===== src/rtl/rom_access_arbiter_if.sv =====
// Request/grant/response bundle between the compute units, the arbiter and the ROM.
// master = requesters plus ROM side, slave = arbiter.
interface rom_access_arbiter_if #(
    parameter int NREQ = 4,
    parameter int AW   = 7,
    parameter int DW   = 20
);
    logic [NREQ-1:0]    req;
    logic [NREQ*AW-1:0] req_addr;
    logic [NREQ-1:0]    gnt;
    logic [NREQ-1:0]    rsp_valid;
    logic [DW-1:0]      rsp_data;
    logic [AW-1:0]      rom_addr;
    logic [DW-1:0]      rom_data;
    logic               busy;

    modport master (
        output req, req_addr, rom_data,
        input  gnt, rsp_valid, rsp_data, rom_addr, busy
    );

    modport slave (
        input  req, req_addr, rom_data,
        output gnt, rsp_valid, rsp_data, rom_addr, busy
    );
endinterface


===== src/rtl/rom_access_arbiter.sv =====
// Round-robin sharing of one registered-read ROM; gnt -> rsp_valid latency ROM_LAT+1 cycles.
// No backpressure: requesters hold req/addr until gnt, responses are always accepted.
module rom_access_arbiter #(
    parameter int NREQ    = 4,
    parameter int AW      = 7,
    parameter int DW      = 20,
    parameter int ROM_LAT = 1
) (
    input  logic                  clk,
    input  logic                  rst_n,
    rom_access_arbiter_if.slave   bus
);
    localparam int IW = (NREQ > 1) ? $clog2(NREQ) : 1;

    logic [IW-1:0]   ptr;
    logic [AW-1:0]   addr_q;
    logic [IW-1:0]   gidx;
    logic            found;
    logic            grant_vld;
    logic [NREQ-1:0] gnt_c;

    logic [ROM_LAT-1:0] tag_vld;
    logic [IW-1:0]      tag_idx [ROM_LAT];
    logic [NREQ-1:0]    rsp_valid_q;
    logic [DW-1:0]      rsp_data_q;

    // Search from ptr upward with wrap; first asserted req wins.
    always_comb begin
        found = 1'b0;
        gidx  = '0;
        for (int k = 0; k < NREQ; k++) begin
            int cand;
            cand = int'(ptr) + k;
            if (cand >= NREQ) cand = cand - NREQ;
            if (!found && bus.req[cand[IW-1:0]]) begin
                found = 1'b1;
                gidx  = cand[IW-1:0];
            end
        end
    end

    // Gated by rst_n so an asserted reset suppresses grants immediately.
    assign grant_vld = found & rst_n;

    always_comb begin
        gnt_c = '0;
        if (grant_vld) gnt_c[gidx] = 1'b1;
    end

    assign bus.gnt       = gnt_c;
    assign bus.rom_addr  = grant_vld ? bus.req_addr[int'(gidx)*AW +: AW] : addr_q;
    assign bus.rsp_valid = rsp_valid_q;
    assign bus.rsp_data  = rsp_data_q;
    assign bus.busy      = (|tag_vld) | (|rsp_valid_q);

    always_ff @(posedge clk or negedge rst_n) begin
        if (!rst_n) begin
            ptr         <= '0;
            addr_q      <= '0;
            tag_vld     <= '0;
            for (int s = 0; s < ROM_LAT; s++) tag_idx[s] <= '0;
            rsp_valid_q <= '0;
            rsp_data_q  <= '0;
        end else begin
            if (grant_vld) begin
                ptr    <= (gidx == IW'(NREQ-1)) ? '0 : gidx + 1'b1;
                addr_q <= bus.rom_addr;
            end

            // Tag pipeline tracks which requester owns the word emerging from the ROM.
            tag_vld[0] <= grant_vld;
            tag_idx[0] <= gidx;
            for (int s = 1; s < ROM_LAT; s++) begin
                tag_vld[s] <= tag_vld[s-1];
                tag_idx[s] <= tag_idx[s-1];
            end

            rsp_valid_q <= '0;
            if (tag_vld[ROM_LAT-1]) begin
                rsp_valid_q[tag_idx[ROM_LAT-1]] <= 1'b1;
                rsp_data_q                      <= bus.rom_data;
            end
        end
    end
endmodule


===== src/flat_wrapper.sv =====
// flat-port wrapper written by rule: the top's interface ports become plain ports
module rom_access_arbiter_flat 
#(
    parameter int NREQ    = 4,
    parameter int AW      = 7,
    parameter int DW      = 20,
    parameter int ROM_LAT = 1
)
  (clk, rst_n, bus_req, bus_req_addr, bus_rom_data, bus_gnt, bus_rsp_valid, bus_rsp_data, bus_rom_addr, bus_busy);
  rom_access_arbiter_if #(.NREQ(NREQ), .AW(AW), .DW(DW)) bus_i ();
  input  logic clk;
  input  logic rst_n;
  input wire logic [$bits(bus_i.req)-1:0] bus_req;
  input wire logic [$bits(bus_i.req_addr)-1:0] bus_req_addr;
  input wire logic [$bits(bus_i.rom_data)-1:0] bus_rom_data;
  output wire logic [$bits(bus_i.gnt)-1:0] bus_gnt;
  output wire logic [$bits(bus_i.rsp_valid)-1:0] bus_rsp_valid;
  output wire logic [$bits(bus_i.rsp_data)-1:0] bus_rsp_data;
  output wire logic [$bits(bus_i.rom_addr)-1:0] bus_rom_addr;
  output wire logic [$bits(bus_i.busy)-1:0] bus_busy;
  assign bus_i.req = bus_req;
  assign bus_i.req_addr = bus_req_addr;
  assign bus_i.rom_data = bus_rom_data;
  assign bus_gnt = bus_i.gnt;
  assign bus_rsp_valid = bus_i.rsp_valid;
  assign bus_rsp_data = bus_i.rsp_data;
  assign bus_rom_addr = bus_i.rom_addr;
  assign bus_busy = bus_i.busy;
  rom_access_arbiter #(.NREQ(NREQ), .AW(AW), .DW(DW), .ROM_LAT(ROM_LAT)) u_core (.clk(clk), .rst_n(rst_n), .bus(bus_i));
endmodule

===== config.mk =====
export PLATFORM = sky130hd
export DESIGN_NAME = rom_access_arbiter_flat
export DESIGN_NICKNAME = d
export VERILOG_FILES = /design/src/rtl/rom_access_arbiter_if.sv /design/src/rtl/rom_access_arbiter.sv /design/src/flat_wrapper.sv
export SDC_FILE = /design/constraint.sdc
export NUM_CORES = 1
export LEC_CHECK = 0
export ABC_CLOCK_PERIOD_IN_PS = 3400
export CAP_MARGIN = 10
export CORE_UTILIZATION = 29
export CTS_BUF_LIST = sky130_fd_sc_hd__clkbuf_8
export DETAILED_ROUTE_END_ITERATION = 16
export HOLD_SLACK_MARGIN = 0.03
export PLACE_DENSITY = 0.65
export SETUP_SLACK_MARGIN = 0.4
export SYNTH_ARGS = -nofsm -noshare
export SYNTH_HDL_FRONTEND = slang
export SYNTH_SLANG_ARGS = --single-unit
export TNS_END_PERCENT = 30

===== constraint.sdc =====
create_clock -name clk -period 3.4 [get_ports clk]
set_input_delay 0.51 -clock clk [delete_from_list [all_inputs] [get_ports clk]]
set_output_delay 0.51 -clock clk [all_outputs]
set_load 0.05 [all_outputs]

## Word level (Yosys, flattened, before mapping)

Index checks and enable logic that the tools add are counted.

- Add/subtract/negate cells: 8
- Multiply operators: 1
- Order comparisons: 12
- Eq/ne operators: 1
- Shift operators: 1
- Muxes and demuxes: 28
- Bitwise logic cells: 2
- Reduce and logical (&&, ||, !) cells: 9

Operators with widths:

| operator | count |
|---|---|
| indexed part select 28 x 32 -> 7 bit | 1 |
| < comparator 2 x 3 -> 1 bit (second input constant) | 6 |
| 2-to-1 mux 2 bit | 9 |
| 2-to-1 mux 1 bit | 10 |
| greater-or-equal comparator 3 bit (second input constant) | 3 |
| binary-select mux 1 bit (select 2 bit) | 4 |
| 2-to-1 mux 4 bit | 2 |
| subtractor 2 x 1 -> 2 bit (second input constant) | 4 |
| 2-to-1 mux 7 bit | 1 |
| adder 2 x 2 -> 3 bit (second input constant) | 2 |
| logical AND 1 bit | 5 |
| multiplier 2 x 3 -> 5 bit (second input constant) | 1 |
| demux 1 bit (select 2 bit) | 2 |
| greater-or-equal comparator 2 x 1 -> 1 bit (second input constant) | 2 |
| OR reduction 4 bit | 1 |
| adder 2 x 1 -> 3 bit (second input constant) | 1 |
| greater-or-equal comparator 2 x 3 -> 1 bit (second input constant) | 1 |
| logical NOT 1 bit | 3 |
| adder 2 x 1 -> 2 bit (second input constant) | 1 |
| equality test 2 bit (second input constant) | 1 |
| AND 1 bit | 1 |
| bitwise OR 1 bit | 1 |

- Bits in registers: 36
- Input port bits: 54
- Output and inout bits: 36
- Logic and storage cells: 68

## Depth between registers and ports, before layout

Gate-level depths: netlist (run 1).

- Depth after elaboration: 19
- Depth in mapped cells: 9
- Depth with buffers taken out: 7

## Least setup slack after synthesis (run 1)

OpenSTA, ideal clock, no wires.

- Kind: input to output
- From: input port bus_req[2]
- To: output port bus_rom_addr[0]
- Arrival: 2.292 ns
- Data required time: 2.890 ns
- Slack: 0.598 ns
- Stages: 7
- Buffers on the path: 1
- Path through: or2b_4 -> a21oi_1 -> o32a_1 -> inv_1 -> nand2_2 -> buf_2 -> o221ai_1

- Word-level cells in the longest chain between the ends: 15
- Elaborated cells on any way between the ends: 26
- Those cells by class: mul: 1; shift: 1; mux: 17; bitwise: 1; reduce/logical: 6

Ends and longest elaborated chain:

| item | line | text |
|---|---|---|
| start, declared | flat_wrapper.sv:13 | `input wire logic [$bits(bus_i.req)-1:0] bus_req;` |
| binary-select mux 1 bit (select 2 bit) | rom_access_arbiter.sv:35 | `if (!found && bus.req[cand[IW-1:0]]) begin` |
| 2-to-1 mux 1 bit (not written as such) | rom_access_arbiter.sv:35 |  |
| 2-to-1 mux 1 bit | rom_access_arbiter.sv:35 |  |
| logical NOT 1 bit | rom_access_arbiter.sv:35 |  |
| logical AND 1 bit | rom_access_arbiter.sv:35 |  |
| 2-to-1 mux 1 bit | rom_access_arbiter.sv:35 |  |
| logical NOT 1 bit | rom_access_arbiter.sv:35 |  |
| logical AND 1 bit | rom_access_arbiter.sv:35 |  |
| 2-to-1 mux 1 bit | rom_access_arbiter.sv:35 |  |
| logical NOT 1 bit | rom_access_arbiter.sv:35 |  |
| logical AND 1 bit | rom_access_arbiter.sv:35 |  |
| 2-to-1 mux 2 bit (*) | rom_access_arbiter.sv:35 |  |
| named net u_core.gidx[1] | rom_access_arbiter.sv:17 | `logic [IW-1:0] gidx;` |
| multiplier 2 x 3 -> 5 bit (*) | rom_access_arbiter.sv:51 | `assign bus.rom_addr = grant_vld ? bus.req_addr[int'(gidx)*AW +: AW] : addr_q;` |
| indexed part select 28 x 32 -> 7 bit (*) | rom_access_arbiter.sv:51 |  |
| 2-to-1 mux 7 bit (*) | rom_access_arbiter.sv:51 |  |
| end, declared | flat_wrapper.sv:19 | `output wire logic [$bits(bus_i.rom_addr)-1:0] bus_rom_addr;` |

The timed path passes the listed nets; every way through them passes the cells marked *. The select of a mux whose other input is x is not followed.

## Worst setup path after layout (run 1)

- From: input port bus_req[2]
- To: output port bus_rom_addr[5]

- Word-level cells in the longest chain between the ends: 15
- Elaborated cells on any way between the ends: 26
- Those cells by class: mul: 1; shift: 1; mux: 17; bitwise: 1; reduce/logical: 6

Ends and longest elaborated chain:

| item | line |
|---|---|
| binary-select mux 1 bit (select 2 bit) | rom_access_arbiter.sv:35 |
| 2-to-1 mux 1 bit (not written as such) | rom_access_arbiter.sv:35 |
| 2-to-1 mux 1 bit | rom_access_arbiter.sv:35 |
| logical NOT 1 bit | rom_access_arbiter.sv:35 |
| logical AND 1 bit | rom_access_arbiter.sv:35 |
| 2-to-1 mux 1 bit | rom_access_arbiter.sv:35 |
| logical NOT 1 bit | rom_access_arbiter.sv:35 |
| logical AND 1 bit | rom_access_arbiter.sv:35 |
| 2-to-1 mux 1 bit | rom_access_arbiter.sv:35 |
| logical NOT 1 bit | rom_access_arbiter.sv:35 |
| logical AND 1 bit | rom_access_arbiter.sv:35 |
| 2-to-1 mux 2 bit | rom_access_arbiter.sv:35 |
| multiplier 2 x 3 -> 5 bit | rom_access_arbiter.sv:51 |
| indexed part select 28 x 32 -> 7 bit | rom_access_arbiter.sv:51 |
| 2-to-1 mux 7 bit (*) | rom_access_arbiter.sv:51 |

Every way passes the cells marked *; elsewhere a longest branch is shown, timed or not. The select of a mux whose other input is x is not followed.

==> results of run 1 <==
## per-layer routing
metal / up-vias / share of wire / wire (um)
li1: 691 / - / -
met1: 691 / 0.41 / 1661
met2: 69 / 0.47 / 1924
met3: 7 / 0.11 / 430
met4: 0 / 0.014 / 59
met5: - / 0 / 0
## per-stage QoR
stage / instance area [um^2] / power, mW
6_report: 2973 / 1.888
2_1_floorplan: 1739 / 1.141
4_1_cts: 2870 / 1.832
3_5_place_dp: 2771 / 1.499
3_3_place_gp: 2771 / 1.494
5_1_grt: 2973 / 1.993
## worst max-delay path by stage
stage,from,endpoint,slack (ns)
3_5_place_dp,bus_req[2],bus_rom_addr[4],0.24
6_report,bus_req[2],bus_rom_addr[5],0.47
3_3_place_gp,bus_req[2],bus_rom_addr[5],0.29
2_1_floorplan,bus_req[2],bus_rom_addr[0],0.60
4_1_cts,bus_req[1],bus_rom_addr[0],0.34
5_1_grt,bus_req[2],bus_rom_addr[1],0.33
## cells in the final DEF (no fill, tap or decap), types with 2 or more instances in the layout
cell type and count:
dfrtp_1 36, o221ai_2 7, o221ai_1 7, clkbuf_8 7, buf_4 7, and2_1 4
mux2i_2 4, ha_1 4, a21oi_1 2, nand2_1 12, mux2i_1 10, mux2_2 20
nand2_4 2, inv_2 2, nor2_1 4, buf_12 10, inv_1 4, clkdlybuf4s50_1 77
## timing repair
action                                 CTS  global route
setup endpoints to repair                9             9
endpoints found under the hold margin    0             0
resized for setup                        1            17
setup buffers                            0             2
pin swaps                                0             2
gates cloned                             0             1
## power groups by stage
| stage | registers [mW] | clock network (mW) | logic, mW |
|---|---|---|---|
| 2_1_floorplan | 0.689 | 0 | 0.451 |
| 3_3_place_gp | 0.566 | 0 | 0.928 |
| 3_5_place_dp | 0.569 | 0 | 0.930 |
| 4_1_cts | 0.562 | 0.336 | 0.934 |
| 5_1_grt | 0.573 | 0.354 | 1.07 |
| 6_report | 0.561 | 0.322 | 1.00 |
## cells by family after synthesis
group,synth area share
muxes,0.2101
buffers and inverters,0.04676
adders and majority gates,0.02878
DFF,0.5180
AOI/OAI and AO/OA,0.1158
and+or+nand+nor,0.08058
## synthesized netlist by cell type (all sizes together), types with 2 or more instances
master and number:
a21oi 3, and2 4, buf 5, clkbuf 2
dfrtp 36, ha 4, inv 6, mux2 20
mux2i 14, nand2 14, nor2 4, o221ai 14
## area by class of cell
cell class / count / area [um^2] / share of cell area
tap: 72 / 90.09 / 0.03030
inverter: 6 / 22.52 / 0.007576
timing repair buffer: 95 / 1028 / 0.3460
clock buffer: 7 / 96.34 / 0.03241
multi-input combinational: 89 / 834.6 / 0.2807
sequential: 36 / 900.9 / 0.3030
## sequential cells by signal, summed over array words and instances, names as in the netlist
register / flops
u_core.bus.rsp_data: 20
u_core.addr_q: 7
u_core.bus.rsp_valid: 4
u_core.ptr: 2
u_core.tag_idx: 2
u_core.tag_vld: 1
## worst max-delay path, cell delays in order
cell	delay (ns)
clkdlybuf4s50_1	0.53
or2b_4	0.29
a21oi_2	0.11
a211o_1	0.15
buf_12	0.18
mux2i_1	0.29
o221ai_2	0.17
buf_12	0.17
==> impl_metrics.tcl, run 1 <==
set metrics [dict create \
    status "completed" \
    rows 27 \
    grt_pass1_wl_um 6389 \
    drive_gt1_frac 0.2747 \
    crit_path_start_kind "primary input" \
    final.setup.tns_ns 0 \
    core-area_um2 5642 \
    async_flop_share 1.000 \
    hold_viol 0 \
    grt-busiest-layer "met2" \
    cts_tree "done" \
    p_seq_frac 0.297 \
    nNetsFinal 291 \
    rr_worst_depth 8 \
    finalCriticalPeriod_ns 2.935 \
    start_util 0.3083 \
    nFillCells 494 \
    grt_setup_unrepaired "true" \
    reg2reg_slack_ns 1.76 \
    r2r_end "u_core.ptr[1]$_DFFE_PN0P_" \
    synth_area_leaders "dfrtp_1, mux2_2, mux2i_1, o221ai_1, ha_1" \
    worstSetupEndpointType "output pin" \
    cts_root_buf "clkbuf_8" \
    cp.arrival_ns 2.42 \
    cts_made_buffers 5 \
    leakage_nw 1.275 \
    fmax_mhz 340.8 \
    fin_util 0.5269 \
    worst_slew_pin_slew_ns 0.5164 \
    fin_crit_sh 0.8631 \
    synth-main-ff-cell "dfrtp_1" \
    setup-violations-final 0 \
    dp_hpwl_um 2895 \
    route.detailed.drc 0 \
    worst_slack_ns 0.4653 \
    irDropWorstVdd_v 0.0003982 \
    cts-root-to-sink-buffers 2 \
    cp_max_fo 17 \
    grt_usage 0.1321 \
    yosysWarnings 0 \
    wirelength_um 4075 \
    ys_types 29 \
    pre_cts_ws_ns 0.2390 \
    ant_nets 0 \
    drt_iter0_drc 39 \
    cts_max_level 2 \
    pwr-share-comb 0.532 \
    dieWidth_um 79.44 \
    clkPwrFrac 0.171 \
    grt_overflow 0 \
    cts_sinks 36 \
    wl_per_cell_um 13.36 \
    dieArea_um2 6311 \
    switching_share 0.3957 \
    grt_util_met1 0.1627 \
    p_int_mw 1.141 \
    synth_nets 195 \
    final_cells 305 \
    synth_top_area_cell "dfrtp_1" \
    crit_type "in2out" \
    use_met3 0.05943 \
    grt_use_met2 0.1991 \
    syn_inst 137 \
    synth_edf_count 0 \
    n_antenna_cell 0 \
    synth_top_area_frac 0.5180 \
    synth_area_per_cell_um2 12.69 \
    cts.clk_slew.worst_paths_ns 0.07 \
    holdWs_ns 0.3327 \
    timing.max_cap.violations 0 \
    critPathRequiredTime_ns 2.89 \
    synth-seq-cells 36 \
    dp_cells 295 \
    portBuffers 89 \
    ctsHoldBuffers 0 \
    ioPinCount 90 \
    hp-class "in2async" \
    ys_seq_area_frac 0.5180 \
    first_pass_iters 4 \
    antenna_found_initial 0 \
    grt_max_degree 38 \
    clk_latency_ns 0.28 \
    drv_slew 0 \
    fin_worst_skew_ns 0.001669 \
    max_slew_margin 0.6546 \
    fp.dieH_um 79.44 \
    netlist_area_um2 1739 \
    p_switching_mw 0.7470 \
    area_delta_synth_final_pct 70.94 \
    routed_via_density 4.780 \
    globalplace.congestion 0.7076 \
    first_global_vias 1429 \
    power-per-cell-area_nw_per_um2 635.1 \
    dr_total_vias 1458 \
    r2r-start "u_core.ptr[0]$_DFFE_PN0P_" \
]
Power figures use the tool's default switching activity.
==> run 2, diff against run 1 <==
--- a/config.mk
+++ b/config.mk
@@ -5,7 +5,7 @@
 export SDC_FILE = /design/constraint.sdc
 export NUM_CORES = 1
 export LEC_CHECK = 0
-export ABC_CLOCK_PERIOD_IN_PS = 3400
+export ABC_CLOCK_PERIOD_IN_PS = 3700
 export CAP_MARGIN = 10
 export CORE_UTILIZATION = 29
 export CTS_BUF_LIST = sky130_fd_sc_hd__clkbuf_8
==> constraint.sdc (replaced) <==
create_clock -name clk -period 3.7 [get_ports clk]
set_input_delay 0.555 -clock clk [delete_from_list [all_inputs] [get_ports clk]]
set_output_delay 0.555 -clock clk [all_outputs]
set_load 0.05 [all_outputs]
==> impl_metrics.tcl, run 2 (synthesized netlist as in run 1, its figures left out) <==
set metrics [dict create \
    worstSetupEndpointType "output pin" \
    route.detailed.drc 0 \
    routed_via_density 4.683 \
    first_global_vias 1387 \
    cp.arrival_ns 2.62 \
    layout_commonest_cell "clkdlybuf4s50_1" \
    dr_total_vias 1419 \
    irDropWorstVdd_v 0.0003950 \
    hp-class "in2async" \
    leakage_nw 1.254 \
    hold_viol 0 \
    dieArea_um2 6311 \
    ctsHoldBuffers 0 \
    post_dp_cell_area_um2 2771 \
    cts_root_buf "clkbuf_8" \
    globalplace.congestion 0.7312 \
    final_cells 303 \
    setup-violations-final 0 \
    cp_max_fo 17 \
    final_cell_area_um2 2885 \
    clk_latency_ns 0.28 \
    critPathRequiredTime_ns 3.14 \
    area_delta_synth_final_pct 65.90 \
    cts_tree "done" \
    start_util 0.3083 \
    crit_path_start_kind "primary input" \
    switching_share 0.3883 \
    portBuffers 89 \
    max_stage_delay_ns 0.54 \
    dieWidth_um 79.44 \
    ioPinCount 90 \
    grt_setup_unrepaired "false" \
    cts_setup_buffers 0 \
    max_slew_margin 0.6491 \
    power-per-cell-area_nw_per_um2 590.5 \
    pre_cts_ws_ns 0.4584 \
    grt_overflow 0 \
    p_int_mw 1.042 \
    grt_pass1_wl_um 6389 \
    rows 27 \
    dp_hpwl_um 2915 \
    core-area_um2 5642 \
    drv_slew 0 \
    cts_sinks 36 \
    dp_cells 295 \
    cp.buffers_inverters 3 \
    timing.max_cap.violations 0 \
    cts-resized-gates 0 \
    worst_slew_pin_slew_ns 0.5247 \
    wirelength_um 3918 \
    cts_max_level 2 \
    fin_worst_skew_ns 0.004181 \
    pwr-share-comb 0.499 \
    final.setup.tns_ns 0 \
    crit_cells 8 \
    clkPwrFrac 0.199 \
    finalCriticalPeriod_ns 3.170 \
    largest_register_ffs 20 \
    path_cells "clkdlybuf4s50_1, or2b_4, a21oi_2, a211o_1, buf_4, mux2i_1, o221ai_1, buf_12" \
    first_pass_iters 4 \
    grt_usage 0.1313 \
    fin_crit_sh 0.8569 \
    fmax_mhz 315.4 \
    crit_type "in2out" \
    rr_worst_depth 8 \
    worst_slack_ns 0.5295 \
    drt_iter0_drc 40 \
    ant_nets 0 \
    status "completed" \
    crit_family "buffers and inverters" \
    p_switching_mw 0.6615 \
    drive_gt1_frac 0.2165 \
    wl_per_cell_um 12.93 \
    grt_max_degree 38 \
    slowest_stage "clkdlybuf4s50_1" \
    n_antenna_cell 0 \
    antenna_found_initial 0 \
    cts_made_buffers 5 \
    nNetsFinal 288 \
    fp.dieH_um 79.44 \
    cts-root-to-sink-buffers 2 \
    p_seq_frac 0.303 \
    final_cell_mix "clkdlybuf4s50_1, dfrtp_1, mux2_2" \
    cts.clk_slew.worst_paths_ns 0.07 \
]
==> run 2: final timing paths <==
kind	start	end	slack, ns
worst max-delay path	bus_req[2]	bus_rom_addr[6]	0.53
worst min-delay path	rst_n	u_core.bus.rsp_data[15]$_DFFE_PN0P_	0.39
worst max register to register	u_core.ptr[0]$_DFFE_PN0P_	u_core.ptr[1]$_DFFE_PN0P_	1.96
worst min register to register	u_core.tag_idx[1]$_DFF_PN0_	u_core.bus.rsp_valid[1]$_DFF_PN0_	0.46
max in group asynchronous	rst_n	u_core.addr_q[4]$_DFFE_PN0P_	3.00
min in group clk	u_core.tag_idx[1]$_DFF_PN0_	u_core.bus.rsp_valid[1]$_DFF_PN0_	0.46
==> run 2: layout make-up <==
type,instances,area (um^2)
multi-input cells,88,759.5
repair buffers,93,1001
clock buffers,5,68.82
inverters,6,22.52
clock inverters,3,42.54
fillers,523,2756
flip-flops and latches,36,900.9
well taps,72,90.09
==> run 2: per-layer routing <==
metal	part of all wire	track usage
met5	0	0
met4	0.011	0.04909
met3	0.10	0.05371
met2	0.45	0.2000
met1	0.44	0.1653
==> run 2: worst register-to-register path, delay by kind of cell, from the launching register on <==
family / cells / cell delay (ns)
buffers and inverters: 2 / 0.42
DFF: 1 / 0.40
adders and majority gates: 1 / 0.31
and+or+nand+nor: 3 / 0.27
AOI/OAI and AO/OA: 2 / 0.24
==> run 2: power by group through the flow <==
stage               registers, mW  clock network [mW]  logic (mW)
finish                      0.516               0.338       0.850
global route                0.526               0.366       0.903
CTS                         0.516               0.352       0.858
detailed placement          0.523                   0       0.855
global placement            0.520                   0       0.855
floorplan                   0.633                   0       0.415
==> run 2: metrics by stage <==
stage	power (mW)	hold slack, ns	util
after floorplan	1.048	0.2594	-
final	1.704	0.3881	0.5114
after detailed placement	1.378	0.4489	0.4912
after global placement	1.374	0.4510	0.4912
after CTS	1.726	0.4116	0.5110
after global routing	1.795	0.4128	0.5114
